**config.mk**
```make
export PLATFORM = sky130hd
export DESIGN_NAME = glitch_filter
export DESIGN_NICKNAME = d
export VERILOG_FILES = /design/src/rtl/glitch_filter.sv
export SDC_FILE = /design/constraint.sdc
export NUM_CORES = 1
export LEC_CHECK = 0
export CAP_MARGIN = 20
export CORE_AREA = 2 2 55 57
export CTS_CLUSTER_DIAMETER = 100
export DETAILED_ROUTE_END_ITERATION = 12
export DIE_AREA = 0 0 57 59
export PLACE_DENSITY_LB_ADDON = 0.3
export REMOVE_ABC_BUFFERS = 1
export SETUP_SLACK_MARGIN = 0.3
export SYNTH_ARGS = -nofsm -noshare
export SYNTH_HDL_FRONTEND = slang
export SYNTH_SLANG_ARGS = --single-unit
export TNS_END_PERCENT = 30
```
**constraint.sdc**
```tcl
create_clock -name clk -period 1.23 [get_ports clk]
set_input_delay 0.246 -clock clk [delete_from_list [all_inputs] [get_ports clk]]
set_output_delay 0.246 -clock clk [all_outputs]
set_load 0.02 [all_outputs]
```
**src/rtl/glitch_filter.sv**
```systemverilog
// Debounces a raw, asynchronous level: it is synchronized, then accepted only after
// holding for STABLE_CYCLES samples. Edge and glitch events are counted with saturation.
module glitch_filter #(
  parameter int unsigned STABLE_CYCLES = 4,
  parameter int unsigned CNT_W         = 8
) (
  input  logic             clk,
  input  logic             rst_n,
  input  logic             w_in,
  input  logic             en,
  input  logic             clr_cnt,
  output logic             w_clean,
  output logic             rise,
  output logic             fall,
  output logic             glitch,
  output logic             busy,
  output logic [CNT_W-1:0] edge_cnt,
  output logic [CNT_W-1:0] glitch_cnt
);

  localparam int unsigned      STAB_W    = $clog2(STABLE_CYCLES);
  localparam logic [STAB_W-1:0] STAB_LAST = STAB_W'(STABLE_CYCLES - 1);
  localparam logic [CNT_W-1:0]  CNT_MAX   = {CNT_W{1'b1}};

  typedef enum logic [1:0] {
    IDLE_LO = 2'd0,
    PEND_HI = 2'd1,
    IDLE_HI = 2'd2,
    PEND_LO = 2'd3
  } state_e;

  state_e              state_q, state_d;
  logic [STAB_W-1:0]   stab_q, stab_d;
  logic                sync1_q, sync1_d;
  logic                sync2_q, sync2_d;
  logic                rise_q, rise_d;
  logic                fall_q, fall_d;
  logic                glitch_q, glitch_d;
  logic [CNT_W-1:0]    edge_cnt_q, edge_cnt_d;
  logic [CNT_W-1:0]    glitch_cnt_q, glitch_cnt_d;
  logic                w_sync;

  assign w_sync = sync2_q;

  always_ff @(posedge clk) begin
    if (!rst_n) begin
      state_q      <= IDLE_LO;
      stab_q       <= '0;
      sync1_q      <= 1'b0;
      sync2_q      <= 1'b0;
      rise_q       <= 1'b0;
      fall_q       <= 1'b0;
      glitch_q     <= 1'b0;
      edge_cnt_q   <= '0;
      glitch_cnt_q <= '0;
    end else begin
      state_q      <= state_d;
      stab_q       <= stab_d;
      sync1_q      <= sync1_d;
      sync2_q      <= sync2_d;
      rise_q       <= rise_d;
      fall_q       <= fall_d;
      glitch_q     <= glitch_d;
      edge_cnt_q   <= edge_cnt_d;
      glitch_cnt_q <= glitch_cnt_d;
    end
  end

  // Qualification FSM; a disable abandons a pending change silently.
  always_comb begin
    state_d  = state_q;
    stab_d   = stab_q;
    sync1_d  = w_in;
    sync2_d  = sync1_q;
    rise_d   = 1'b0;
    fall_d   = 1'b0;
    glitch_d = 1'b0;
    case (state_q)
      IDLE_LO: begin
        if (en && w_sync) begin
          state_d = PEND_HI;
          stab_d  = STAB_W'(1);
        end
      end
      PEND_HI: begin
        if (!en) begin
          state_d = IDLE_LO;
          stab_d  = '0;
        end else if (w_sync) begin
          if (stab_q == STAB_LAST) begin
            state_d = IDLE_HI;
            stab_d  = '0;
            rise_d  = 1'b1;
          end else begin
            stab_d = stab_q + STAB_W'(1);
          end
        end else begin
          state_d  = IDLE_LO;
          stab_d   = '0;
          glitch_d = 1'b1;
        end
      end
      IDLE_HI: begin
        if (en && !w_sync) begin
          state_d = PEND_LO;
          stab_d  = STAB_W'(1);
        end
      end
      PEND_LO: begin
        if (!en) begin
          state_d = IDLE_HI;
          stab_d  = '0;
        end else if (!w_sync) begin
          if (stab_q == STAB_LAST) begin
            state_d = IDLE_LO;
            stab_d  = '0;
            fall_d  = 1'b1;
          end else begin
            stab_d = stab_q + STAB_W'(1);
          end
        end else begin
          state_d  = IDLE_HI;
          stab_d   = '0;
          glitch_d = 1'b1;
        end
      end
      default: begin
        state_d = IDLE_LO;
        stab_d  = '0;
      end
    endcase
  end

  // Counters advance while the pulse is visible, so a clear in that cycle wins.
  always_comb begin
    edge_cnt_d   = edge_cnt_q;
    glitch_cnt_d = glitch_cnt_q;
    if (clr_cnt) begin
      edge_cnt_d   = '0;
      glitch_cnt_d = '0;
    end else begin
      if ((rise_q || fall_q) && (edge_cnt_q != CNT_MAX)) begin
        edge_cnt_d = edge_cnt_q + CNT_W'(1);
      end
      if (glitch_q && (glitch_cnt_q != CNT_MAX)) begin
        glitch_cnt_d = glitch_cnt_q + CNT_W'(1);
      end
    end
  end

  assign w_clean    = (state_q == IDLE_HI) || (state_q == PEND_LO);
  assign busy       = (state_q == PEND_HI) || (state_q == PEND_LO);
  assign rise       = rise_q;
  assign fall       = fall_q;
  assign glitch     = glitch_q;
  assign edge_cnt   = edge_cnt_q;
  assign glitch_cnt = glitch_cnt_q;

endmodule

```
# ---- Word level (Yosys, flattened, before mapping)
# Index checks and enable logic that the tools add are counted.
dict set report totals {
  reg_bits 25
  inputBits 5
  out_inout_bits 21
}
dict set report op_classes {
  n_addsub 3
  eq_ne 10
  mux 22
  bitwise_logic 3
  n_reduce_logical 14
}
# op n
set ops {}
lappend ops {{$mux 2} 14}
lappend ops {{$add 8x1->8 const B} 2}
lappend ops {{$ne 8x8->1 const B} 2}
lappend ops {{$pmux 2 s4} 2}
lappend ops {{$ne 4x4->1 const B} 2}
lappend ops {{$reduce_and 4->1} 2}
lappend ops {{$eq 2x2->1 const B} 3}
lappend ops {{$mux 1} 5}
lappend ops {{$logic_and 1x1->1} 4}
lappend ops {{$ne 2x2->1 const B} 2}
lappend ops {{$reduce_or 4->1} 1}
lappend ops {{$logic_or 1x1->1} 3}
lappend ops {{$not 1->1} 3}
lappend ops {{$add 2x1->2 const B} 1}
lappend ops {{$eq 2x1->1 const B} 1}
lappend ops {{$logic_not 2->1} 1}
lappend ops {{$pmux 1 s2} 1}
lappend ops {{$reduce_and 2->1} 1}
lappend ops {{$reduce_or 2->1} 1}
lappend ops {{$logic_not 1->1} 1}

# ---- Longest topological paths before layout
# Gate-level depths: netlist of the first run.
dict set report depth {
  word_depth 5
  depth_mapped 5
  depth_no_buf 4
}

# ---- Worst setup path after synthesis of the first run
# No wires, ideal clock.
dict set report synth_timing {
  path_kind {register to register}
  start {register glitch_cnt_q[0] (netlist: glitch_cnt[0])}
  end {register glitch_cnt_q[5] (netlist: glitch_cnt[5])}
  arrival_time_ns 1.318
  slack_ns -0.220
  stages_incl_launch_ff 5
  path_buffers 0
  period_less_slack_ns 1.450
  cell_sequence {dfxtp_1 ha_1 and3_1 a2111oi_0 nor3b_1}
}
dict set report synth_via {
  elab_chain_len 2
  elab_cells_between_ends 3
}
# element line_no
set synth_lines {}
lappend synth_lines {{from (decl)} 40} ;# logic [CNT_W-1:0] glitch_cnt_q, glitch_cnt_d;
lappend synth_lines {{from (signal assigned)} 65} ;# glitch_cnt_q <= glitch_cnt_d;
lappend synth_lines {{branches (longest 2 deep; another with $add 8x1->8)} n/a}
# Parallel ways; which one is timed is not known.
# A chain may end at the register's enable or synchronous reset.

# ---- Worst setup path in the final report of the first run
# Ends and elaborated chain as after synthesis.

==> metrics.log, run 1 <==
[metrics] cell-internal power: 0.964 mW
[metrics] Syn Std Cell Area: 1160 um^2
[metrics] via total after detailed routing: 1,258
[metrics] violations in the final reports: negative setup slack
[metrics] CTS tree: done
[metrics] fraction of power consumed by sequential logic: 0.640
[metrics] crit-path cells: buf_6, nand4_1, buf_4, a2111oi_4, nor3b_2
[metrics] type of the worst setup path: register to register
[metrics] total chip power: 1.26 mW
[metrics] endpoints failing hold: 0
[metrics] cell leakage power: 0.802 nW
[metrics] cell taking the most area after synthesis: sky130_fd_sc_hd__dfxtp_1
[metrics] routed vias/inst: 5.72
[metrics] net switching share of the total power: 0.234
[metrics] synthesis-stage register bit count: 25
[metrics] Max-Cap Viols: 0
[metrics] number of antenna violations at the first check in global routing: 0
[metrics] effective utilization at floorplan: 0.427
[metrics] TritonCTS Sinks: 25
[metrics] number of fillers in the final layout: 168
[metrics] drt pass-1 iters: 4
[metrics] GR Overflow Total: 0
[metrics] proportion of synthesized chip area in sequential cells: 0.432
[metrics] Worst setup EP type: register
[metrics] maximum number of pins on one net before global-route repair: 14
[metrics] Bufs on Longest Clock Path: 2
[metrics] cell at the root of the clock tree: sky130_fd_sc_hd__clkbuf_4
[metrics] Slowest-stage cell, CP: sky130_fd_sc_hd__dfxtp_2
[metrics] largest fanout on the critical path: 4
[metrics] input/output buffers: 25
[metrics] hold-fix buffer count after cts: 0
[metrics] CTS H-tree lvls: 1
[metrics] net switching power: 0.295 mW
[metrics] Synth top area share: 0.432
[metrics] largest vdd supply drop: 0.697 mV
[metrics] wirelength, routed: 3610 um
[metrics] final-report setup violation count: 1
[metrics] proportion of register bits with asynchronous set or reset after synthesis: 0
[metrics] number of different library cells in the post-synthesis netlist: 41
[metrics] Die Y-Extent: 59 um
[metrics] global-route wire length before repair: 5260 um
[metrics] clock latency of the later-clocked register in the worst-skew pair: 0.33 ns
[metrics] via count of the first global-routing pass: 1,224
[metrics] Ports: 26
[metrics] Diodes inserted: 0
[metrics] Cells after Synth: 126
[metrics] Period Utilization, post-route: 1.01
[metrics] area of placed instances: 1670 um^2
[metrics] Synth-to-Final Area Change: 75.5%
[metrics] die width: 57 um
[metrics] initial drt markers: 56
[metrics] share of total power in combinational logic: 0.054
[metrics] data arrival time of the critical path: 1.47 ns
[metrics] clock-pin transition on the worst setup and hold timing paths: 0.15 ns
[metrics] run status: complete, but fails checks
[metrics] Avg Synthesized Cell Area: 9.19 um^2
[metrics] global routing usage summed across all routing layers: 0.201
[metrics] buffering stage count on the worst path with inverters included: 2
[metrics] setup repair after global routing missed its margin: yes
[metrics] Max Transition Viols Final: 0
[metrics] count of nets after finishing: 198
[metrics] share of power burned in the clock network: 0.305
[metrics] Routed wire per std cell: 16.4 um
[metrics] Setup WS post-layout: -0.00870 ns
[metrics] top cells by area in the synthesized netlist: sky130_fd_sc_hd__dfxtp_1, sky130_fd_sc_hd__mux2i_1, sky130_fd_sc_hd__nand2_1, sky130_fd_sc_hd__ha_1, sky130_fd_sc_hd__nand4_1
[metrics] routability congestion estimate from global placement: 0.798
[metrics] post-route ant nets: 0
[metrics] headroom to the max-slew limit: 0.824
[metrics] FMAX: 807 MHz
[metrics] Yosys warning total: 0
[metrics] critical path data required time: 1.46 ns
[metrics] row count: 19
[metrics] Crit path max-delay family: flip-flops
[metrics] clk_skew: 0.0101 ns
[metrics] leading register cell type out of synthesis: sky130_fd_sc_hd__dfxtp_1
[metrics] total CTS buffers: 3
[metrics] DR DRC count: 0
[metrics] final instance area: 2030 um^2
[metrics] Setup crit start kind: register
[metrics] slowest cell delay on critical path: 0.37 ns
[metrics] path class of the lowest-slack min-delay path: input pin to register
[metrics] area enclosed by the die boundary: 3360 um^2
[metrics] Post-synth EDFFs: 0
[metrics] Final min period: 1.24 ns
[metrics] pwr dens: 620 nW/um^2
[metrics] half-perimeter wire length of the detailed placement result: 2200 um
[metrics] Core Area: 2710 um^2
[metrics] fraction of layout cells with a size suffix above 1: 0.598
[metrics] pin slew with the least headroom to its limit: 0.263 ns
sequential cells by signal (all words and copies together) (netlist names):
register    flops
fall            1
sync2_q         1
sync1_q         1
rise            1
edge_cnt        8
state_q         2
stab_q          2
glitch_cnt      8
glitch          1
worst min-delay path: cells and delay by family:
family | cells | cell delay [ns]
AOI/OAI and AO/OA | 1 | 0.10
and+or+nand+nor | 1 | 0.16
buffers and inverters | 1 | 0.16
final timing paths:
| path | startpoint | endpoint | slack (ns) | cells past startpoint |
|---|---|---|---|---|
| worst max-delay path | glitch_cnt[0]$_SDFFE_PP0P_ | glitch_cnt[5]$_SDFFE_PP0P_ | -0.009 | 5 |
| worst min-delay path | rst_n | glitch_cnt[7]$_SDFFE_PP0P_ | 0.36 | 3 |
| worst max register to register | glitch_cnt[0]$_SDFFE_PP0P_ | glitch_cnt[5]$_SDFFE_PP0P_ | -0.009 | 5 |
| worst min register to register | sync1_q$_SDFF_PN0_ | sync2_q$_SDFF_PN0_ | 0.47 | 1 |
cell usage after synthesis, types with 3 or more instances:
| master | count |
|---|---|
| sky130_fd_sc_hd__and2_1 | 4 |
| sky130_fd_sc_hd__o21ai_0 | 5 |
| sky130_fd_sc_hd__nand4_1 | 6 |
| sky130_fd_sc_hd__a21oi_1 | 7 |
| sky130_fd_sc_hd__nand2b_1 | 4 |
| sky130_fd_sc_hd__nand2_1 | 12 |
| sky130_fd_sc_hd__and4_1 | 3 |
| sky130_fd_sc_hd__nor2_1 | 4 |
| sky130_fd_sc_hd__ha_1 | 3 |
| sky130_fd_sc_hd__mux2i_1 | 5 |
| sky130_fd_sc_hd__nor3b_1 | 4 |
| sky130_fd_sc_hd__nor3_1 | 4 |
| sky130_fd_sc_hd__and3_1 | 4 |
| sky130_fd_sc_hd__nand3_1 | 4 |
| sky130_fd_sc_hd__dfxtp_1 | 25 |
cells in the final DEF (no fill, tap or decap), types with 3 or more instances in the layout:
master / count
sky130_fd_sc_hd__buf_6: 24
sky130_fd_sc_hd__nand2_1: 11
sky130_fd_sc_hd__nand4_1: 6
sky130_fd_sc_hd__dfxtp_1: 6
sky130_fd_sc_hd__and3_4: 4
sky130_fd_sc_hd__mux2i_1: 5
sky130_fd_sc_hd__nand2b_1: 4
sky130_fd_sc_hd__nor3b_2: 3
sky130_fd_sc_hd__nor3_1: 3
sky130_fd_sc_hd__buf_4: 33
sky130_fd_sc_hd__nor2_1: 4
sky130_fd_sc_hd__dfxtp_4: 6
sky130_fd_sc_hd__buf_2: 3
sky130_fd_sc_hd__clkbuf_4: 3
sky130_fd_sc_hd__a21oi_1: 6
sky130_fd_sc_hd__o21ai_0: 3
sky130_fd_sc_hd__clkdlybuf4s50_1: 3
sky130_fd_sc_hd__dfxtp_2: 13
cells by family (layout without fill, tap and decap cells):
kind of cell | after synthesis | in the layout | share of synthesized area
AO/OA/AOI/OAI | 29 | 29 | 0.181
buffers and inverters | 7 | 70 | 0.0281
multiplexers | 5 | 5 | 0.0432
flip-flops | 25 | 25 | 0.432
AND/OR/NAND/NOR | 56 | 56 | 0.276
adder cells (fa/ha/maj) | 3 | 3 | 0.0324
XOR/XNOR | 1 | 1 | 0.00757
routing by layer:
layer | vias to the layer above | track usage | routed length, um
li1 | 604 | - | -
met1 | 613 | 0.222 | 1460
met2 | 35 | 0.378 | 1950
met3 | 6 | 0.0197 | 133
met4 | 0 | 0.113 | 73
met5 | - | 0 | 0
layout make-up:
type                            instances  area (um^2)  area share
Clock buffer                            4         26.3      0.0129
Inverter                                2         7.51     0.00370
Multi-Input combinational cell         94          843       0.415
Tap cell                               31         38.8      0.0191
Sequential cell                        25          539       0.266
Timing Repair Buffer                   64          576       0.283
stage by stage:
| stage | setup TNS [ns] | worst slack [ns] | cells | utilization | hold slack, ns |
|---|---|---|---|---|---|
| 2_1_floorplan | -1.54 | -0.220 | 121 | - | 0.368 |
| 3_3_place_gp | -2.21 | -0.161 | 210 | 0.616 | 0.426 |
| 3_5_place_dp | -2.96 | -0.219 | 210 | 0.616 | 0.433 |
| 4_1_cts | 0 | 0.0261 | 218 | 0.683 | 0.467 |
| 5_1_grt | -0.282 | -0.0789 | 220 | 0.749 | 0.380 |
| 6_report | -0.00870 | -0.00870 | 220 | 0.749 | 0.357 |
power groups by stage:
stage	Sequential (mW)	Clock, mW	Combinational [mW]
global route	0.807	0.423	0.0728
global placement	0.836	0	0.0568
CTS	0.813	0.386	0.0617
detailed placement	0.836	0	0.0596
floorplan	0.837	0	0.0187
finish	0.807	0.385	0.0683
what timing repair did:
action / 4_1_cts / 5_1_grt
endpoints found under the setup margin: 44 / 44
resized for setup: 139 / 59
hold endpoints to repair: 0 / 0
setup buffers: 4 / 2
pin swaps: 8 / 19
(Power assumes the default switching activity.)
==> run 2, diff against run 1 <==
--- a/config.mk
+++ b/config.mk
@@ -5,14 +5,14 @@
 export SDC_FILE = /design/constraint.sdc
 export NUM_CORES = 1
 export LEC_CHECK = 0
+export ABC_AREA = 1
 export CAP_MARGIN = 20
-export CORE_AREA = 2 2 55 57
+export CORE_AREA = 2 2 57 59
 export CTS_CLUSTER_DIAMETER = 100
 export DETAILED_ROUTE_END_ITERATION = 12
-export DIE_AREA = 0 0 57 59
+export DIE_AREA = 0 0 59 61
 export PLACE_DENSITY_LB_ADDON = 0.3
 export REMOVE_ABC_BUFFERS = 1
-export SETUP_SLACK_MARGIN = 0.3
 export SYNTH_ARGS = -nofsm -noshare
 export SYNTH_HDL_FRONTEND = slang
 export SYNTH_SLANG_ARGS = --single-unit
==> metrics.log, run 2 <==
[metrics] run status: complete, but fails checks
[metrics] violations in the final reports: negative setup slack
[metrics] DR DRC count: 0 (unchanged)
[metrics] synthesis-stage register bit count: 25 (unchanged)
[metrics] worst slack on hold paths: 0.425 ns (+0.0684 ns)
[metrics] final-report setup violation count: 1 (unchanged)
[metrics] TritonCTS Sinks: 25 (unchanged)
[metrics] total chip power: 1.27 mW (+0.55%)
[metrics] die width: 59 um (+3.5%)
[metrics] cell leakage power: 0.926 nW (+16%)
[metrics] initial drt markers: 29 (-48%)
[metrics] proportion of register bits with asynchronous set or reset after synthesis: 0 (unchanged)
[metrics] Avg Synthesized Cell Area: 6.56 um^2 (-29%)
[metrics] commonest non-fill, non-tap cells in the layout: sky130_fd_sc_hd__nand2_1, sky130_fd_sc_hd__buf_4, sky130_fd_sc_hd__inv_1
[metrics] slowest cell delay on critical path: 0.38 ns (about the same)
[metrics] share of power burned in the clock network: 0.292 (-0.013)
[metrics] routability congestion estimate from global placement: 0.818 (+2.6%)
[metrics] wirelength, routed: 3370 um (-6.8%)
[metrics] area enclosed by the die boundary: 3600 um^2 (+7.0%)
[metrics] clock latency of the later-clocked register in the worst-skew pair: 0.32 ns (about the same)
[metrics] largest fanout on the critical path: 4 (unchanged)
[metrics] global-route wire length before repair: 5530 um (+5.0%)
[metrics] FMAX: 809 MHz (+0.20%)
[metrics] row count: 20 (+1)
[metrics] number of different library cells in the post-synthesis netlist: 21 (-49%)
[metrics] count of nets after finishing: 266 (+34%)
[metrics] cell at the root of the clock tree: sky130_fd_sc_hd__clkbuf_4
[metrics] Syn Std Cell Area: 1290 um^2 (+11%)
[metrics] Core Area: 2950 um^2 (+9.0%)
[metrics] Ports: 26 (unchanged)
[metrics] CTS H-tree lvls: 1 (unchanged)
[metrics] post-route ant nets: 0 (unchanged)
[metrics] Synth top area share: 0.389 (-0.0433)
[metrics] CTS tree: done
[metrics] crit-path cells: ha_4, nand2_4, nor2_4, nand2_4, buf_6, nand3_2, nand2_1, nand2_1, nor2_1
[metrics] fraction of layout cells with a size suffix above 1: 0.370 (-0.228)
[metrics] net switching power: 0.289 mW (-1.9%)
[metrics] pwr dens: 637 nW/um^2 (+2.8%)
[metrics] most numerous cell types in the synthesized netlist: sky130_fd_sc_hd__nand2_1, sky130_fd_sc_hd__inv_1, sky130_fd_sc_hd__dfxtp_1
[metrics] Post-synth EDFFs: 0 (unchanged)
[metrics] Diodes inserted: 0 (unchanged)
[metrics] Yosys warning total: 0 (unchanged)
[metrics] global routing usage summed across all routing layers: 0.198 (-0.00326)
[metrics] Setup WS post-layout: -0.00629 ns (+0.00242 ns)
[metrics] Crit path max-delay family: simple AND/OR/NAND/NOR gates
[metrics] data arrival time of the critical path: 1.45 ns (-0.02 ns)
[metrics] largest vdd supply drop: 0.564 mV (-19%)
[metrics] pin slew with the least headroom to its limit: 0.272 ns (+0.00902 ns)
[metrics] startpoint of the worst register-to-register path: glitch_cnt[1]$_SDFFE_PP0P_
[metrics] Bufs on Longest Clock Path: 2 (unchanged)
[metrics] most common library cell in the layout ignoring fill and taps: sky130_fd_sc_hd__nand2_1
[metrics] Setup crit start kind: register
[metrics] start point of the worst min-delay path: sync1_q$_SDFF_PN0_
[metrics] cell-internal power: 0.977 mW (+1.3%)
[metrics] proportion of synthesized chip area in sequential cells: 0.389 (-0.0433)
[metrics] routed vias/inst: 5.01 (-12%)
[metrics] Worst setup EP type: register
[metrics] headroom to the max-slew limit: 0.818 (-0.00597)
[metrics] path class of the lowest-slack min-delay path: register to register
[metrics] drt pass-1 iters: 4 (unchanged)
[metrics] Period Utilization, post-route: 1.01 (-0.00196)
[metrics] endpoints failing hold: 0 (unchanged)
[metrics] Worst Setup SP: glitch_cnt[1]$_SDFFE_PP0P_
[metrics] Routed wire per std cell: 11.6 um (-29%)
[metrics] leading register cell type out of synthesis: sky130_fd_sc_hd__dfxtp_1
[metrics] Max Transition Viols Final: 0 (unchanged)
[metrics] input/output buffers: 25 (unchanged)
[metrics] total CTS buffers: 3 (unchanged)
[metrics] cell taking the most area after synthesis: sky130_fd_sc_hd__dfxtp_1
[metrics] Max-Cap Viols: 0 (unchanged)
[metrics] Synth-to-Final Area Change: 54.5%
[metrics] number of antenna violations at the first check in global routing: 0 (unchanged)
[metrics] Cells after Synth: 196 (+56%)
[metrics] fraction of power consumed by sequential logic: 0.643 (+0.003)
[metrics] share of total power in combinational logic: 0.065 (+0.011)
[metrics] Slowest-stage cell, CP: sky130_fd_sc_hd__dfxtp_2
[metrics] critical path data required time: 1.44 ns (-0.02 ns)
[metrics] top cells by area in the synthesized netlist: sky130_fd_sc_hd__dfxtp_1, sky130_fd_sc_hd__nand2_1, sky130_fd_sc_hd__inv_1, sky130_fd_sc_hd__nand3_1, sky130_fd_sc_hd__nor2_1
[metrics] maximum number of pins on one net before global-route repair: 14 (unchanged)
[metrics] clock-pin transition on the worst setup and hold timing paths: 0.13 ns (-0.02 ns)
[metrics] most frequent cell after synthesis: sky130_fd_sc_hd__nand2_1
[metrics] setup repair after global routing missed its margin: yes
[metrics] buffering stage count on the worst path with inverters included: 1 (-1)
[metrics] via total after detailed routing: 1,453 (+16%)
[metrics] net switching share of the total power: 0.229 (-0.00571)
[metrics] type of the worst setup path: register to register
[metrics] half-perimeter wire length of the detailed placement result: 2310 um (+4.9%)
[metrics] via count of the first global-routing pass: 1,385 (+13%)
[metrics] Final min period: 1.24 ns (-0.00242 ns)
[metrics] Die Y-Extent: 61 um (+3.4%)
[metrics] GR Overflow Total: 0 (unchanged)
[metrics] effective utilization at floorplan: 0.436 (+0.00854)
[metrics] clk_skew: 0.000746 ns (-0.00934 ns)
==> run 2: cell families (layout without fill, tap and decap cells) <==
kind of cell    count (synthesis)  in the layout  share of synthesized area
fa+ha+maj                       3              3                     0.0292
xor+xnor                        1              1                    0.00681
simple gates                  118            118                      0.402
flops                          25             25                      0.389
compound gates                 14             14                     0.0584
buf+inv                        35             96                      0.115
==> run 2: power groups by stage <==
stage | combinational [mW] | clock, mW | sequential [mW]
after CTS | 0.0816 | 0.382 | 0.820
final | 0.0821 | 0.370 | 0.815
after detailed placement | 0.0818 | 0 | 0.840
after global placement | 0.0805 | 0 | 0.840
after floorplan | 0.0329 | 0 | 0.842
after global routing | 0.0926 | 0.399 | 0.816
==> run 2: final cells by class <==
| class | instances | area, um^2 |
|---|---|---|
| flip-flops and latches | 25 | 527 |
| clock buffers | 4 | 26.3 |
| well taps | 33 | 41.3 |
| repair buffers | 63 | 538 |
| multi-input cells | 136 | 743 |
| fillers | 264 | 966 |
| inverters | 29 | 111 |
==> run 2: through the flow <==
step	instances	setup slack [ns]	setup TNS, ns	cell area, um^2	util
after floorplan	190	-0.266	-3.04	1250	-
after global placement	282	-0.157	-1.87	1790	0.608
after detailed placement	282	-0.186	-2.77	1790	0.608
after CTS	287	-0.0308	-0.0766	1900	0.644
after global routing	290	-0.101	-0.804	1990	0.673
final	290	-0.00629	-0.00629	1990	0.673
==> run 2: worst paths after layout <==
| kind | slack [ns] | cells past startpoint | endpoint |
|---|---|---|---|
| hold reg to reg | 0.43 | 2 | sync2_q$_SDFF_PN0_ |
| hold / removal | 0.43 | 2 | sync2_q$_SDFF_PN0_ |
| setup / recovery | -0.006 | 9 | glitch_cnt[5]$_SDFFE_PP0P_ |
| setup reg to reg | -0.006 | 9 | glitch_cnt[5]$_SDFFE_PP0P_ |
==> run 2: timing repair <==
item,CTS,global route
pin swaps,5,11
hold buffers,0,0
resized for setup,91,26
cloned,0,0
setup buffers,1,3
setup endpoints to repair,37,33
==> run 2: worst min-delay path, cell delays in order (launching register included) <==
cell,delay (ns)
sky130_fd_sc_hd__dfxtp_1,0.32
sky130_fd_sc_hd__nand2_1,0.05
sky130_fd_sc_hd__inv_1,0.03
==> run 2: per-layer routing <==
layer,part of all wire,global-route usage,up-vias
met5,0,0,-
met4,0.018,0.0877,0
met3,0.032,0.0235,7
met2,0.51,0.362,29
met1,0.44,0.233,669
li1,-,-,748
==> run 3, diff against run 2 <==
--- a/config.mk
+++ b/config.mk
@@ -11,6 +11,7 @@
 export CTS_CLUSTER_DIAMETER = 100
 export DETAILED_ROUTE_END_ITERATION = 12
 export DIE_AREA = 0 0 59 61
+export DONT_BUFFER_PORTS = 1
 export PLACE_DENSITY_LB_ADDON = 0.3
 export REMOVE_ABC_BUFFERS = 1
 export SYNTH_ARGS = -nofsm -noshare
==> metrics.log, run 3 (synthesized netlist as in run 2, its figures left out) <==
[metrics] setup repair after global routing missed its margin: yes
[metrics] met1 usage: 0.206 (-0.0265)
[metrics] Setup WS post-layout: 0.0223 ns (+0.0286 ns)
[metrics] Core Area: 2950 um^2 (unchanged)
[metrics] fraction of layout cells with a size suffix above 1: 0.295 (-0.0748)
[metrics] clock-pin transition on the worst setup and hold timing paths: 0.15 ns (+0.02 ns)
[metrics] routability congestion estimate from global placement: 0.803 (-1.9%)
[metrics] Routed wire per std cell: 11.0 um (-5.2%)
[metrics] wirelength, routed: 2940 um (-13%)
[metrics] final-report setup violation count: 0 (-1)
[metrics] cell leakage power: 0.813 nW (-12%)
[metrics] maximum number of pins on one net before global-route repair: 16 (+2)
[metrics] Worst setup EP type: output port
[metrics] global routing usage summed across all routing layers: 0.173 (-0.0255)
[metrics] commonest non-fill, non-tap cells in the layout: sky130_fd_sc_hd__nand2_1, sky130_fd_sc_hd__buf_4, sky130_fd_sc_hd__inv_1
[metrics] via count of the first global-routing pass: 1,184 (-15%)
[metrics] pin slew with the least headroom to its limit: 0.289 ns (+0.0163 ns)
[metrics] post-route core utilization: 0.597 (-0.0754)
[metrics] clock latency of the later-clocked register in the worst-skew pair: 0.33 ns (about the same)
[metrics] clk_skew: 0.00982 ns (+0.00908 ns)
[metrics] initial drt markers: 55 (+90%)
[metrics] DR DRC count: 0 (unchanged)
[metrics] data arrival time of the critical path: 0.96 ns (-0.49 ns)
[metrics] CTS H-tree lvls: 1 (unchanged)
[metrics] Max-Cap Viols: 0 (unchanged)
[metrics] number of antenna violations at the first check in global routing: 0 (unchanged)
[metrics] Final min period: 1.21 ns (-0.0286 ns)
[metrics] type of the worst setup path: register to output port
[metrics] cell at the root of the clock tree: sky130_fd_sc_hd__clkbuf_4
[metrics] GR Overflow Total: 0 (unchanged)
[metrics] Diodes inserted: 0 (unchanged)
[metrics] via total after detailed routing: 1,360 (-6.4%)
[metrics] met2 capacity usage during global routing: 0.302 (-0.0603)
[metrics] area enclosed by the die boundary: 3600 um^2 (unchanged)
[metrics] headroom to the max-slew limit: 0.806 (-0.0127)
[metrics] largest fanout on the critical path: 3 (-1)
[metrics] input/output buffers: 0 (-100%)
[metrics] largest vdd supply drop: 0.523 mV (-7.4%)
[metrics] endpoints failing hold: 0 (unchanged)
[metrics] drt pass-1 iters: 6 (+2)
[metrics] TritonCTS Sinks: 25 (unchanged)
[metrics] global-route wire length before repair: 4780 um (-13%)
[metrics] worst setup timing slack at the placement stage: -0.139 ns (+0.0465 ns)
[metrics] die width: 59 um (unchanged)
[metrics] critical path data required time: 0.98 ns (-0.46 ns)
[metrics] FMAX: 828 MHz (+2.4%)
[metrics] Setup crit start kind: register
[metrics] Bufs on Longest Clock Path: 2 (unchanged)
[metrics] run status: completed
[metrics] routed vias/inst: 5.09 (+1.7%)
[metrics] Max Transition Viols Final: 0 (unchanged)
[metrics] half-perimeter wire length of the detailed placement result: 2080 um (-10%)
[metrics] path class of the lowest-slack min-delay path: input pin to register
[metrics] effective utilization at floorplan: 0.436 (unchanged)
[metrics] row count: 20 (unchanged)
[metrics] pwr dens: 720 nW/um^2 (+13%)
[metrics] Period Utilization, post-route: 0.982 (-0.0232)
[metrics] depth of the most critical reg-to-reg path: 8 (-1)
[metrics] total CTS buffers: 3 (unchanged)
[metrics] Die Y-Extent: 61 um (unchanged)
[metrics] Synth-to-Final Area Change: 37.2%
[metrics] most utilized layer in the global route result: met2
[metrics] CTS tree: done
[metrics] met3 usage: 0.0320 (+0.00853)
[metrics] count of nets after finishing: 243 (-8.6%)
[metrics] worst hold path depth: 2 (unchanged)
[metrics] Ports: 26 (unchanged)
[metrics] most common library cell in the layout ignoring fill and taps: sky130_fd_sc_hd__nand2_1
[metrics] post-route ant nets: 0 (unchanged)
run 3: cell types whose count changed in the layout (fill, tap and decap cells not counted), moves of 2 or more:
cell	before	now
sky130_fd_sc_hd__buf_2	6	0
sky130_fd_sc_hd__dfxtp_2	12	9
sky130_fd_sc_hd__buf_4	34	32
sky130_fd_sc_hd__clkdlybuf4s50_1	4	0
sky130_fd_sc_hd__dfxtp_4	3	1
sky130_fd_sc_hd__dlygate4sd3_1	0	3
sky130_fd_sc_hd__clkdlybuf4s15_2	14	0
sky130_fd_sc_hd__dfxtp_1	10	15
run 3: path summary, 6_finish.rpt:
kind	start	to	slack, ns
worst min register to register	sync1_q$_SDFF_PN0_	sync2_q$_SDFF_PN0_	0.43
worst max register to register	glitch_cnt[1]$_SDFFE_PP0P_	glitch_cnt[7]$_SDFFE_PP0P_	0.04
worst max-delay path	glitch_cnt[5]$_SDFFE_PP0P_	glitch_cnt[5]	0.02
worst min-delay path	en	glitch$_SDFF_PN0_	0.03
run 3: repair_timing:
item                                   4_1_cts  5_1_grt
gates resized for setup                     21       19
hold buffers                                 2        1
pin swaps                                    7        7
setup endpoints to repair                   17       23
setup buffers                                2        1
endpoints found under the hold margin        2        1
run 3: power by group:
part           leakage, nW  switching, mW  internal [mW]
Sequential           0.207        0.00641          0.815
Clock               0.0139          0.267          0.124
Combinational        0.592         0.0335         0.0232
Total                0.813          0.307          0.963
run 3: layout make-up:
class                   instances  area, um^2
repair buffers                 40         327
multi-input cells             136         742
fillers                       278        1190
clock buffers                   3        22.5
inverters                      29         109
well taps                      33        41.3
clock inverters                 1        7.51
flip-flops and latches         25         515
run 3: metrics by stage:
stage                     std cells  total power [mW]  area (um^2)  setup TNS, ns  hold slack (ns)
final                           267              1.27         1760              0           0.0283
after global routing            267              1.32         1760         -0.295          0.00705
after CTS                       265              1.28         1680              0          0.00195
after detailed placement        257             0.889         1540          -1.41            0.345
after global placement          257             0.889         1540          -1.15            0.341
after floorplan                 190             0.875         1250          -3.04            0.339
run 3: critical path, cell delays in order, from the launching register on:
cell and delay, ns:
sky130_fd_sc_hd__dfxtp_1 0.34, sky130_fd_sc_hd__buf_4 0.14, sky130_fd_sc_hd__buf_4 0.15
run 3: metal layers:
metal	wire length, um	vias up	share of wire
li1	-	704	-
met1	1380	613	0.47
met2	1390	39	0.47
met3	121	4	0.041
met4	44	0	0.015
met5	0	-	0
